## src/rtl/lbp_table_scheduler_if.sv

```systemverilog
// Bundles the prediction, update and counter-SRAM buses around the table scheduler.
// slave is the scheduler's view; master is the surrounding frontend/resolve/RAM side.
interface lbp_table_scheduler_if #(
  parameter int NR_ROWS         = 64,
  parameter int INSTR_PER_FETCH = 2
);
  localparam int ROW_BITS  = $clog2(NR_ROWS);
  localparam int SLOT_BITS = (INSTR_PER_FETCH > 1) ? $clog2(INSTR_PER_FETCH) : 1;
  localparam int ROW_W     = 2 * INSTR_PER_FETCH;

  logic                 pred_req_i;
  logic [ROW_BITS-1:0]  pred_index_i;
  logic                 pred_gnt_o;
  logic                 pred_rvalid_o;
  logic [ROW_W-1:0]     pred_rdata_o;

  logic                 upd_valid_i;
  logic                 upd_ready_o;
  logic [ROW_BITS-1:0]  upd_index_i;
  logic [SLOT_BITS-1:0] upd_slot_i;
  logic                 upd_taken_i;

  logic                 sram_req_o;
  logic                 sram_we_o;
  logic [ROW_BITS-1:0]  sram_addr_o;
  logic [ROW_W-1:0]     sram_wdata_o;
  logic [ROW_W-1:0]     sram_rdata_i;

  modport slave (
    input  pred_req_i, pred_index_i, upd_valid_i, upd_index_i, upd_slot_i, upd_taken_i,
           sram_rdata_i,
    output pred_gnt_o, pred_rvalid_o, pred_rdata_o, upd_ready_o,
           sram_req_o, sram_we_o, sram_addr_o, sram_wdata_o
  );

  modport master (
    output pred_req_i, pred_index_i, upd_valid_i, upd_index_i, upd_slot_i, upd_taken_i,
           sram_rdata_i,
    input  pred_gnt_o, pred_rvalid_o, pred_rdata_o, upd_ready_o,
           sram_req_o, sram_we_o, sram_addr_o, sram_wdata_o
  );
endinterface

```

## src/rtl/lbp_table_scheduler.sv

```systemverilog
// Single-port owner of the local-predictor counter SRAM: init sweep, prediction reads
// and FIFO-buffered read-modify-write counter updates.
module lbp_table_scheduler #(
  parameter int         NR_ROWS         = 64,
  parameter int         INSTR_PER_FETCH = 2,
  parameter int         FIFO_DEPTH      = 4,
  parameter logic [1:0] INIT_CTR        = 2'b01
) (
  input  logic                   clk_i,
  input  logic                   rst_i,
  input  logic                   flush_bp_i,
  input  logic                   debug_mode_i,
  output logic                   init_done_o,
  lbp_table_scheduler_if.slave   bus
);
  localparam int ROW_BITS  = $clog2(NR_ROWS);
  localparam int SLOT_BITS = (INSTR_PER_FETCH > 1) ? $clog2(INSTR_PER_FETCH) : 1;
  localparam int ROW_W     = 2 * INSTR_PER_FETCH;
  localparam int PTR_BITS  = $clog2(FIFO_DEPTH);

  localparam logic [PTR_BITS:0]   PTR_ONE  = 1;
  localparam logic [ROW_BITS-1:0] ROW_ONE  = 1;
  localparam logic [ROW_BITS-1:0] ROW_LAST = ROW_BITS'(NR_ROWS - 1);

  typedef enum logic [1:0] {SWEEP, IDLE, UPD_RD, UPD_WR} state_t;

  state_t               r_state;
  logic [ROW_BITS-1:0]  r_sweep_cnt;
  logic                 r_init_done;
  logic                 r_pred_rvalid;
  logic [ROW_W-1:0]     r_row;

  logic [ROW_BITS-1:0]  r_fifo_idx   [FIFO_DEPTH];
  logic [SLOT_BITS-1:0] r_fifo_slot  [FIFO_DEPTH];
  logic                 r_fifo_taken [FIFO_DEPTH];
  logic [PTR_BITS:0]    r_wr_ptr;
  logic [PTR_BITS:0]    r_rd_ptr;

  logic                 w_fifo_empty;
  logic                 w_fifo_full;
  logic                 w_active;
  logic                 w_idle;
  logic                 w_pred_gnt;
  logic                 w_upd_start;
  logic                 w_upd_ready;
  logic                 w_push;
  logic                 w_pop;
  logic [ROW_BITS-1:0]  w_head_idx;
  logic [SLOT_BITS-1:0] w_head_slot;
  logic                 w_head_taken;
  logic [ROW_W-1:0]     w_upd_row;
  logic [ROW_W-1:0]     w_init_row;

  assign w_fifo_empty = (r_wr_ptr == r_rd_ptr);
  assign w_fifo_full  = (r_wr_ptr[PTR_BITS] != r_rd_ptr[PTR_BITS]) &&
                        (r_wr_ptr[PTR_BITS-1:0] == r_rd_ptr[PTR_BITS-1:0]);

  // Reset and flush both silence every request-side action in the cycle they are seen.
  assign w_active    = !rst_i && !flush_bp_i;
  assign w_idle      = w_active && (r_state == IDLE);
  assign w_pred_gnt  = w_idle && bus.pred_req_i && !w_fifo_full;
  assign w_upd_start = w_idle && !w_fifo_empty && (!bus.pred_req_i || w_fifo_full);
  assign w_upd_ready = w_active && !w_fifo_full && (r_state != SWEEP);
  assign w_push      = bus.upd_valid_i && w_upd_ready && !debug_mode_i;
  assign w_pop       = w_active && (r_state == UPD_WR);

  assign w_head_idx   = r_fifo_idx[r_rd_ptr[PTR_BITS-1:0]];
  assign w_head_slot  = r_fifo_slot[r_rd_ptr[PTR_BITS-1:0]];
  assign w_head_taken = r_fifo_taken[r_rd_ptr[PTR_BITS-1:0]];
  assign w_init_row   = {INSTR_PER_FETCH{INIT_CTR}};

  // Only the head slot moves; its neighbours are written back exactly as read.
  generate
    for (genvar gi = 0; gi < INSTR_PER_FETCH; gi++) begin : g_slot
      logic [1:0] w_ctr;
      logic [1:0] w_ctr_next;
      assign w_ctr      = r_row[2*gi +: 2];
      assign w_ctr_next = w_head_taken ? ((w_ctr == 2'b11) ? 2'b11 : w_ctr + 2'd1)
                                       : ((w_ctr == 2'b00) ? 2'b00 : w_ctr - 2'd1);
      assign w_upd_row[2*gi +: 2] = (w_head_slot == SLOT_BITS'(gi)) ? w_ctr_next : w_ctr;
    end
  endgenerate

  always_comb begin
    bus.sram_req_o   = 1'b0;
    bus.sram_we_o    = 1'b0;
    bus.sram_addr_o  = '0;
    bus.sram_wdata_o = '0;
    if (w_active) begin
      case (r_state)
        SWEEP: begin
          bus.sram_req_o   = 1'b1;
          bus.sram_we_o    = 1'b1;
          bus.sram_addr_o  = r_sweep_cnt;
          bus.sram_wdata_o = w_init_row;
        end
        IDLE: begin
          if (w_pred_gnt) begin
            bus.sram_req_o  = 1'b1;
            bus.sram_addr_o = bus.pred_index_i;
          end else if (w_upd_start) begin
            bus.sram_req_o  = 1'b1;
            bus.sram_addr_o = w_head_idx;
          end
        end
        UPD_WR: begin
          bus.sram_req_o   = 1'b1;
          bus.sram_we_o    = 1'b1;
          bus.sram_addr_o  = w_head_idx;
          bus.sram_wdata_o = w_upd_row;
        end
        default: ;
      endcase
    end
  end

  always_ff @(posedge clk_i) begin
    if (rst_i || flush_bp_i) begin
      r_state       <= SWEEP;
      r_sweep_cnt   <= '0;
      r_init_done   <= 1'b0;
      r_pred_rvalid <= 1'b0;
      r_wr_ptr      <= '0;
      r_rd_ptr      <= '0;
    end else begin
      r_pred_rvalid <= w_pred_gnt;
      if (w_push) begin
        r_fifo_idx[r_wr_ptr[PTR_BITS-1:0]]   <= bus.upd_index_i;
        r_fifo_slot[r_wr_ptr[PTR_BITS-1:0]]  <= bus.upd_slot_i;
        r_fifo_taken[r_wr_ptr[PTR_BITS-1:0]] <= bus.upd_taken_i;
        r_wr_ptr <= r_wr_ptr + PTR_ONE;
      end
      if (w_pop) begin
        r_rd_ptr <= r_rd_ptr + PTR_ONE;
      end
      case (r_state)
        SWEEP: begin
          r_sweep_cnt <= r_sweep_cnt + ROW_ONE;
          if (r_sweep_cnt == ROW_LAST) begin
            r_state     <= IDLE;
            r_init_done <= 1'b1;
          end
        end
        IDLE: begin
          if (w_upd_start) r_state <= UPD_RD;
        end
        UPD_RD: begin
          r_row   <= bus.sram_rdata_i;
          r_state <= UPD_WR;
        end
        UPD_WR: r_state <= IDLE;
        default: r_state <= SWEEP;
      endcase
    end
  end

  assign init_done_o       = r_init_done && !rst_i;
  assign bus.pred_gnt_o    = w_pred_gnt;
  assign bus.pred_rvalid_o = r_pred_rvalid && !rst_i;
  assign bus.pred_rdata_o  = bus.pred_rvalid_o ? bus.sram_rdata_i : '0;
  assign bus.upd_ready_o   = w_upd_ready;
endmodule

```

## src/flat_wrapper.sv

```systemverilog
// flat-port wrapper written by rule: the top's interface ports become plain ports
module lbp_table_scheduler_flat 
#(
  parameter int         NR_ROWS         = 64,
  parameter int         INSTR_PER_FETCH = 2,
  parameter int         FIFO_DEPTH      = 4,
  parameter logic [1:0] INIT_CTR        = 2'b01
)
  (clk_i, rst_i, flush_bp_i, debug_mode_i, init_done_o, bus_pred_req_i, bus_pred_index_i, bus_upd_valid_i, bus_upd_index_i, bus_upd_slot_i, bus_upd_taken_i, bus_sram_rdata_i, bus_pred_gnt_o, bus_pred_rvalid_o, bus_pred_rdata_o, bus_upd_ready_o, bus_sram_req_o, bus_sram_we_o, bus_sram_addr_o, bus_sram_wdata_o);
  lbp_table_scheduler_if #(.NR_ROWS(NR_ROWS), .INSTR_PER_FETCH(INSTR_PER_FETCH)) bus_i ();
  input  logic clk_i;
  input  logic rst_i;
  input  logic flush_bp_i;
  input  logic debug_mode_i;
  output logic init_done_o;
  input wire logic [$bits(bus_i.pred_req_i)-1:0] bus_pred_req_i;
  input wire logic [$bits(bus_i.pred_index_i)-1:0] bus_pred_index_i;
  input wire logic [$bits(bus_i.upd_valid_i)-1:0] bus_upd_valid_i;
  input wire logic [$bits(bus_i.upd_index_i)-1:0] bus_upd_index_i;
  input wire logic [$bits(bus_i.upd_slot_i)-1:0] bus_upd_slot_i;
  input wire logic [$bits(bus_i.upd_taken_i)-1:0] bus_upd_taken_i;
  input wire logic [$bits(bus_i.sram_rdata_i)-1:0] bus_sram_rdata_i;
  output wire logic [$bits(bus_i.pred_gnt_o)-1:0] bus_pred_gnt_o;
  output wire logic [$bits(bus_i.pred_rvalid_o)-1:0] bus_pred_rvalid_o;
  output wire logic [$bits(bus_i.pred_rdata_o)-1:0] bus_pred_rdata_o;
  output wire logic [$bits(bus_i.upd_ready_o)-1:0] bus_upd_ready_o;
  output wire logic [$bits(bus_i.sram_req_o)-1:0] bus_sram_req_o;
  output wire logic [$bits(bus_i.sram_we_o)-1:0] bus_sram_we_o;
  output wire logic [$bits(bus_i.sram_addr_o)-1:0] bus_sram_addr_o;
  output wire logic [$bits(bus_i.sram_wdata_o)-1:0] bus_sram_wdata_o;
  assign bus_i.pred_req_i = bus_pred_req_i;
  assign bus_i.pred_index_i = bus_pred_index_i;
  assign bus_i.upd_valid_i = bus_upd_valid_i;
  assign bus_i.upd_index_i = bus_upd_index_i;
  assign bus_i.upd_slot_i = bus_upd_slot_i;
  assign bus_i.upd_taken_i = bus_upd_taken_i;
  assign bus_i.sram_rdata_i = bus_sram_rdata_i;
  assign bus_pred_gnt_o = bus_i.pred_gnt_o;
  assign bus_pred_rvalid_o = bus_i.pred_rvalid_o;
  assign bus_pred_rdata_o = bus_i.pred_rdata_o;
  assign bus_upd_ready_o = bus_i.upd_ready_o;
  assign bus_sram_req_o = bus_i.sram_req_o;
  assign bus_sram_we_o = bus_i.sram_we_o;
  assign bus_sram_addr_o = bus_i.sram_addr_o;
  assign bus_sram_wdata_o = bus_i.sram_wdata_o;
  lbp_table_scheduler #(.NR_ROWS(NR_ROWS), .INSTR_PER_FETCH(INSTR_PER_FETCH), .FIFO_DEPTH(FIFO_DEPTH), .INIT_CTR(INIT_CTR)) u_core (.clk_i(clk_i), .rst_i(rst_i), .flush_bp_i(flush_bp_i), .debug_mode_i(debug_mode_i), .init_done_o(init_done_o), .bus(bus_i));
endmodule
```

## config.mk

```make
export PLATFORM = sky130hd
export DESIGN_NAME = lbp_table_scheduler_flat
export DESIGN_NICKNAME = d
export VERILOG_FILES = /design/src/rtl/lbp_table_scheduler_if.sv /design/src/rtl/lbp_table_scheduler.sv /design/src/flat_wrapper.sv
export SDC_FILE = /design/constraint.sdc
export NUM_CORES = 1
export LEC_CHECK = 0
export ABC_AREA = 1
export BUFFER_PORTS_ARGS = -buffer_cell sky130_fd_sc_hd__buf_2
export CAP_MARGIN = 20
export CORE_MARGIN = 2
export CORE_UTILIZATION = 35
export CTS_CLUSTER_SIZE = 8
export DETAILED_ROUTE_END_ITERATION = 8
export GPL_ROUTABILITY_DRIVEN = 0
export PLACE_DENSITY = 0.57
export REMOVE_ABC_BUFFERS = 1
export SLEW_MARGIN = 5
export SYNTH_ARGS = -nofsm -noshare
export SYNTH_HDL_FRONTEND = slang
export SYNTH_SLANG_ARGS = --single-unit
```

## constraint.sdc

```tcl
create_clock -name clk_i -period 4.5 [get_ports clk_i]
set_clock_uncertainty 0.15 [all_clocks]
set_input_delay 0.225 -clock clk_i [delete_from_list [all_inputs] [get_ports clk_i]]
set_output_delay 0.225 -clock clk_i [all_outputs]
set_load 0.1 [all_outputs]
```

Word level (Yosys, flattened, before mapping):

Memories as Yosys holds them, arrays and structs flattened. A register that Yosys moved wholly into a read port is not among the register bits.
Cells that the tools add are included.

* flip-flop bits (word level): 20
* bits in writable memories: 32
* bits of input ports: 24
* output and inout port bits: 20
* logic and storage cells: 92
* memories kept: 3

* add/subtract/negate cells: 7
* equal/unequal tests: 11
* mux-type cells: 33
* bitwise operators: 1
* reduce and logical (&&, ||, !) cells: 30

Memories
* u_core.r_fifo_idx: depth 4, width 6, rd ports 1, clocked after Yosys merged registers in 1, write ports 1, line lbp_table_scheduler.sv:33 `logic [ROW_BITS-1:0] r_fifo_idx [FIFO_DEPTH];`
* u_core.r_fifo_slot: depth 4, width 1, rd ports 1, clocked after Yosys merged registers in 1, write ports 1, line lbp_table_scheduler.sv:34 `logic [SLOT_BITS-1:0] r_fifo_slot [FIFO_DEPTH];`
* u_core.r_fifo_taken: depth 4, width 1, rd ports 1, clocked after Yosys merged registers in 1, write ports 1, line lbp_table_scheduler.sv:35 `logic r_fifo_taken [FIFO_DEPTH];`

Operators by type and width (count)
* $mux W2: 16
* $mux W6: 3
* $pmux W6 S3: 1
* $logic_and A1 B1 Y1: 14
* $eq A2 B2 Y1 const B: 4
* $mux W1: 8
* $mux W4: 2
* $pmux W2 S4: 1
* $pmux W4 S2: 1
* $add A3 B1 Y3 const B: 2
* $add A6 B1 Y6 const B: 1
* $eq A6 B6 Y1 const B: 1
* $logic_not A1 Y1: 6
* $logic_not A2 Y1: 3
* $reduce_and A2 Y1: 3
* $add A2 B1 Y2 const B: 2
* $ne A2 B1 Y1 const B: 2
* $sub A2 B1 Y2 const B: 2
* $eq A3 B3 Y1: 1
* $eq A2 B1 Y1 const B: 1
* $eq A2 B2 Y1: 1
* $logic_or A1 B1 Y1: 2
* $pmux W1 S2: 1
* $reduce_bool A2 Y1: 1
* other kinds (3): 3

Logic depth before layout (Yosys ltp):

* word-level depth: 10
* depth in mapped cells: 12
* depth with buffers taken out: 12

Least setup slack after synthesis:

Ideal clock, no wire load.

* path kind: reg-to-output
* start: reg u_core.r_state[0]
* end: out bus_sram_wdata_o[1]
* arrival: 3768 ps
* data required time: 4125 ps
* slack: 357 ps
* stages on the path, launching flop included: 6
* path buffers: 0
* path through: dfxtp_1 inv_1 ha_1 nor2_1 nand2_1 a21oi_1

* word-level cells in the longest chain between the ends: 3
* elaborated cells on any way between the ends: 4
* classes of those cells: 1 x eq/ne; 2 x mux; 1 x reduce/logical

RTL lines
* start, declared: line lbp_table_scheduler.sv:27 `state_t r_state;`
* start signal, assigned: line lbp_table_scheduler.sv:119 `r_state <= SWEEP;`
* start signal, assigned: line lbp_table_scheduler.sv:140 `r_state <= IDLE;`
* start signal, assigned: line lbp_table_scheduler.sv:145 `if (w_upd_start) r_state <= UPD_RD;`
* $eq A2 B2 Y1 or $logic_not A2 Y1 (tied branches): line lbp_table_scheduler.sv:90 `case (r_state)`
* $pmux W4 S2 *: line lbp_table_scheduler.sv:90
* $mux W4 *: line lbp_table_scheduler.sv:89 `if (w_active) begin`
* end, declared: line flat_wrapper.sv:30 `output wire logic [$bits(bus_i.sram_wdata_o)-1:0] bus_sram_wdata_o;`

Mark *: on every way between the ends. The rest lies on a longest branch, timed or not.

==> metrics <==
Reg2Reg Depth=7; Top Ports=44; Synth area leaders=edfxtp_1, dfxtp_1, nand2_1, inv_1, nand3_1; LEAKAGE=1.44 nW; Synth cell types=30; All-Layer GR Usage=0.144; Async SR Flop Fraction=0; endpoints failing setup=0; final hold violation count=3; sequential area share after synthesis=0.537; clock latency on the worst-skew pair=0.31 ns; net load switching power=0.195 mW; num rows=31; CTS buffer count=5; DRC viols=0; clk sinks=54; Critical Path End Type=output pin; clk slew on worst S/H paths=0.10 ns; Starting Density=0.366; area of the core=7330 um^2; hold slack=-0.00106 ns; Vias=2089; Chip Height=91.6 um; 1st-iter DRT viols=120; Slew @ Worst Pin=0.792 ns; max_slew headroom=0.470; CTS root buf=clkbuf_8; Die X=91.6 um; CP required=4.12 ns; Max-cap violations=0; Peak VDD IR=0.114 mV; diode count=0; TritonRoute pass-1 iters=4; Routed Antenna Nets=0; CTS tree=built; met2 global-route usage=0.244; H-tree levels=2; Cell Area, Synth=2680 um^2; reg-to-reg slack, setup=1.96 ns; Flop pwr share=0.583; Tcrit/Tclk final=0.654; maximum clock frequency=0.340 GHz; Arr. time, crit path=2.57 ns; outcome=finished, violations left; Max FO, Critical Path=20; RSZ-0062 raised after global routing=false; WS Path Type=flip-flop to output pin; global-route wire length before repair=9.54 mm; Remaining Overflow, GRT=0; number of synthesis warnings=0; dpl hpwl=4.18 mm; Fill cells=756; area of the multi-input gates=982 um^2; most common cell in the netlist=nand2_1; syn avg cell area=8.71 um^2; number of global-route vias before repair=2040; antenna violations before repair=0; Mapped Cells=308; register area=1440 um^2; Seq cells post-synth=54; Final Max Tran Viols=0; HP Class=input pin to flip-flop; synth cell count leaders=nand2_1, inv_1, edfxtp_1; routed len/inst=12.3 um; Pwr per Cell Area=284 nW/um^2; met3 usage=0.0290; nets=395; crit path time final=2.94 ns; reg2reg start=u_core.r_state[0]$_SDFFE_PP0P_; Max clock buf depth=2; synth-to-layout area growth=19.1%; Synth Flop Type=edfxtp_1; Die ar.=8380 um^2; I/O Buffers=43; hold depth=1; P_int=0.713 mW; setup TNS=0 ns; largest net degree at the start of global routing=21; CP endpoint=bus_sram_wdata_o[2]; Switching Fraction=0.215; violated checks=negative hold slack; largest area contributor in the netlist=edfxtp_1; Logic pwr share=0.062; final wirelength=5.67 mm; reg2reg end=u_core.r_fifo_idx[2][0]$_DFFE_PP_; grt peak-use layer=met2; met1 global-route usage=0.186; Clock power frac=0.355; area share of the largest cell type after synthesis=0.403; Vias/cell=4.53; Startpoint Class=flip-flop; layout cells sized above 1=0.169; Post-synth EDFFs=36
-- final cells by class --
class	instances	share of cell area
sequential	54	0.451
multi-input combinational	191	0.307
timing repair buffer	54	0.102
inverter	55	0.0665
tap	99	0.0387
clock buffer	5	0.0215
clock inverter	3	0.0133
-- what timing repair did --
item	4_1_cts	5_1_grt
hold buffers	11	0
gates resized for setup	0	0
endpoints found under the hold margin	32	0
buffers inserted	0	0
-- cell families after synthesis --
group | after synthesis | share of synthesized area
DFF | 54 | 0.537
adders and majority gates | 10 | 0.0466
buffers and inverters | 63 | 0.0970
xor gates and xnor gates | 3 | 0.00979
AOI/OAI and AO/OA | 55 | 0.111
and+or+nand+nor | 123 | 0.199
-- sequential cells by signal, indices dropped and copies added, names as in the netlist, 2 cells and up, named ones only --
name / flops
u_core.r_fifo_idx: 24
u_core.r_state: 2
u_core.r_sweep_cnt: 6
u_core.r_fifo_slot: 4
u_core.r_fifo_taken: 4
u_core.r_wr_ptr: 3
u_core.r_row: 4
u_core.r_rd_ptr: 3
-- worst min-delay path by stage --
stage                             start                           endpoint  slack, ns
floorplan            bus_upd_index_i[0]  u_core.r_fifo_idx[0][0]$_DFFE_PP_       0.17
global placement    bus_sram_rdata_i[0]          u_core.r_row[0]$_DFFE_PP_       0.27
detailed placement  bus_sram_rdata_i[0]          u_core.r_row[0]$_DFFE_PP_       0.27
CTS                  bus_upd_index_i[5]  u_core.r_fifo_idx[1][5]$_DFFE_PP_      0.002
global route         bus_upd_index_i[5]  u_core.r_fifo_idx[1][5]$_DFFE_PP_      0.002
finish               bus_upd_index_i[5]  u_core.r_fifo_idx[1][5]$_DFFE_PP_     -0.001
-- cells in the final DEF (no fill, tap or decap), types with 2 or more instances in the layout --
cell           instances
dfxtp_1               18
o21ai_1                3
a22oi_1                4
dlygate4sd3_1         11
ha_1                  10
nor3_1                 3
xnor2_1                2
nand3_1               27
o21ai_0               19
nor2_1                34
edfxtp_1              36
o211ai_1               2
a21oi_1               23
nand2_1               53
buf_2                 43
inv_1                 48
clkbuf_8               5
nand2_2                2
o22ai_1                2
inv_2                  5
-- through the flow --
stage	cell area (um^2)	power, mW	utilization	setup WS [ns]	std cells
4_1_cts	3200	0.918	0.436	1.51	461
2_1_floorplan	2640	0.570	-	0.358	300
3_3_place_gp	2980	0.589	0.406	1.91	442
6_report	3200	0.908	0.436	1.56	461
3_5_place_dp	2980	0.589	0.406	1.86	442
5_1_grt	3200	0.943	0.436	1.24	461
-- layer usage --
| metal | share of wire | vias up |
|---|---|---|
| met3 | 0.033 | 5 |
| met1 | 0.47 | 933 |
| li1 | - | 1112 |
| met4 | 0.010 | 0 |
| met2 | 0.49 | 39 |
| met5 | 0 | - |
-- power groups by stage --
stage | sequential [mW] | combinational, mW | clock [mW]
after global routing | 0.529 | 0.0612 | 0.353
after floorplan | 0.540 | 0.0294 | 0
after global placement | 0.540 | 0.0485 | 0
final | 0.529 | 0.0563 | 0.322
after detailed placement | 0.540 | 0.0489 | 0
after CTS | 0.529 | 0.0565 | 0.333
-- critical path: stages (launching register included) --
cell,delay [ns]
dfxtp_1,0.71
inv_1,0.35
nand2_1,0.13
nand3_1,0.07
nand2_1,0.16
inv_2,0.08
o21ai_0,0.07
o21ai_1,0.09
a21oi_1,0.13
buf_2,0.44
Note: power is estimated with default switching activity, not from simulation.
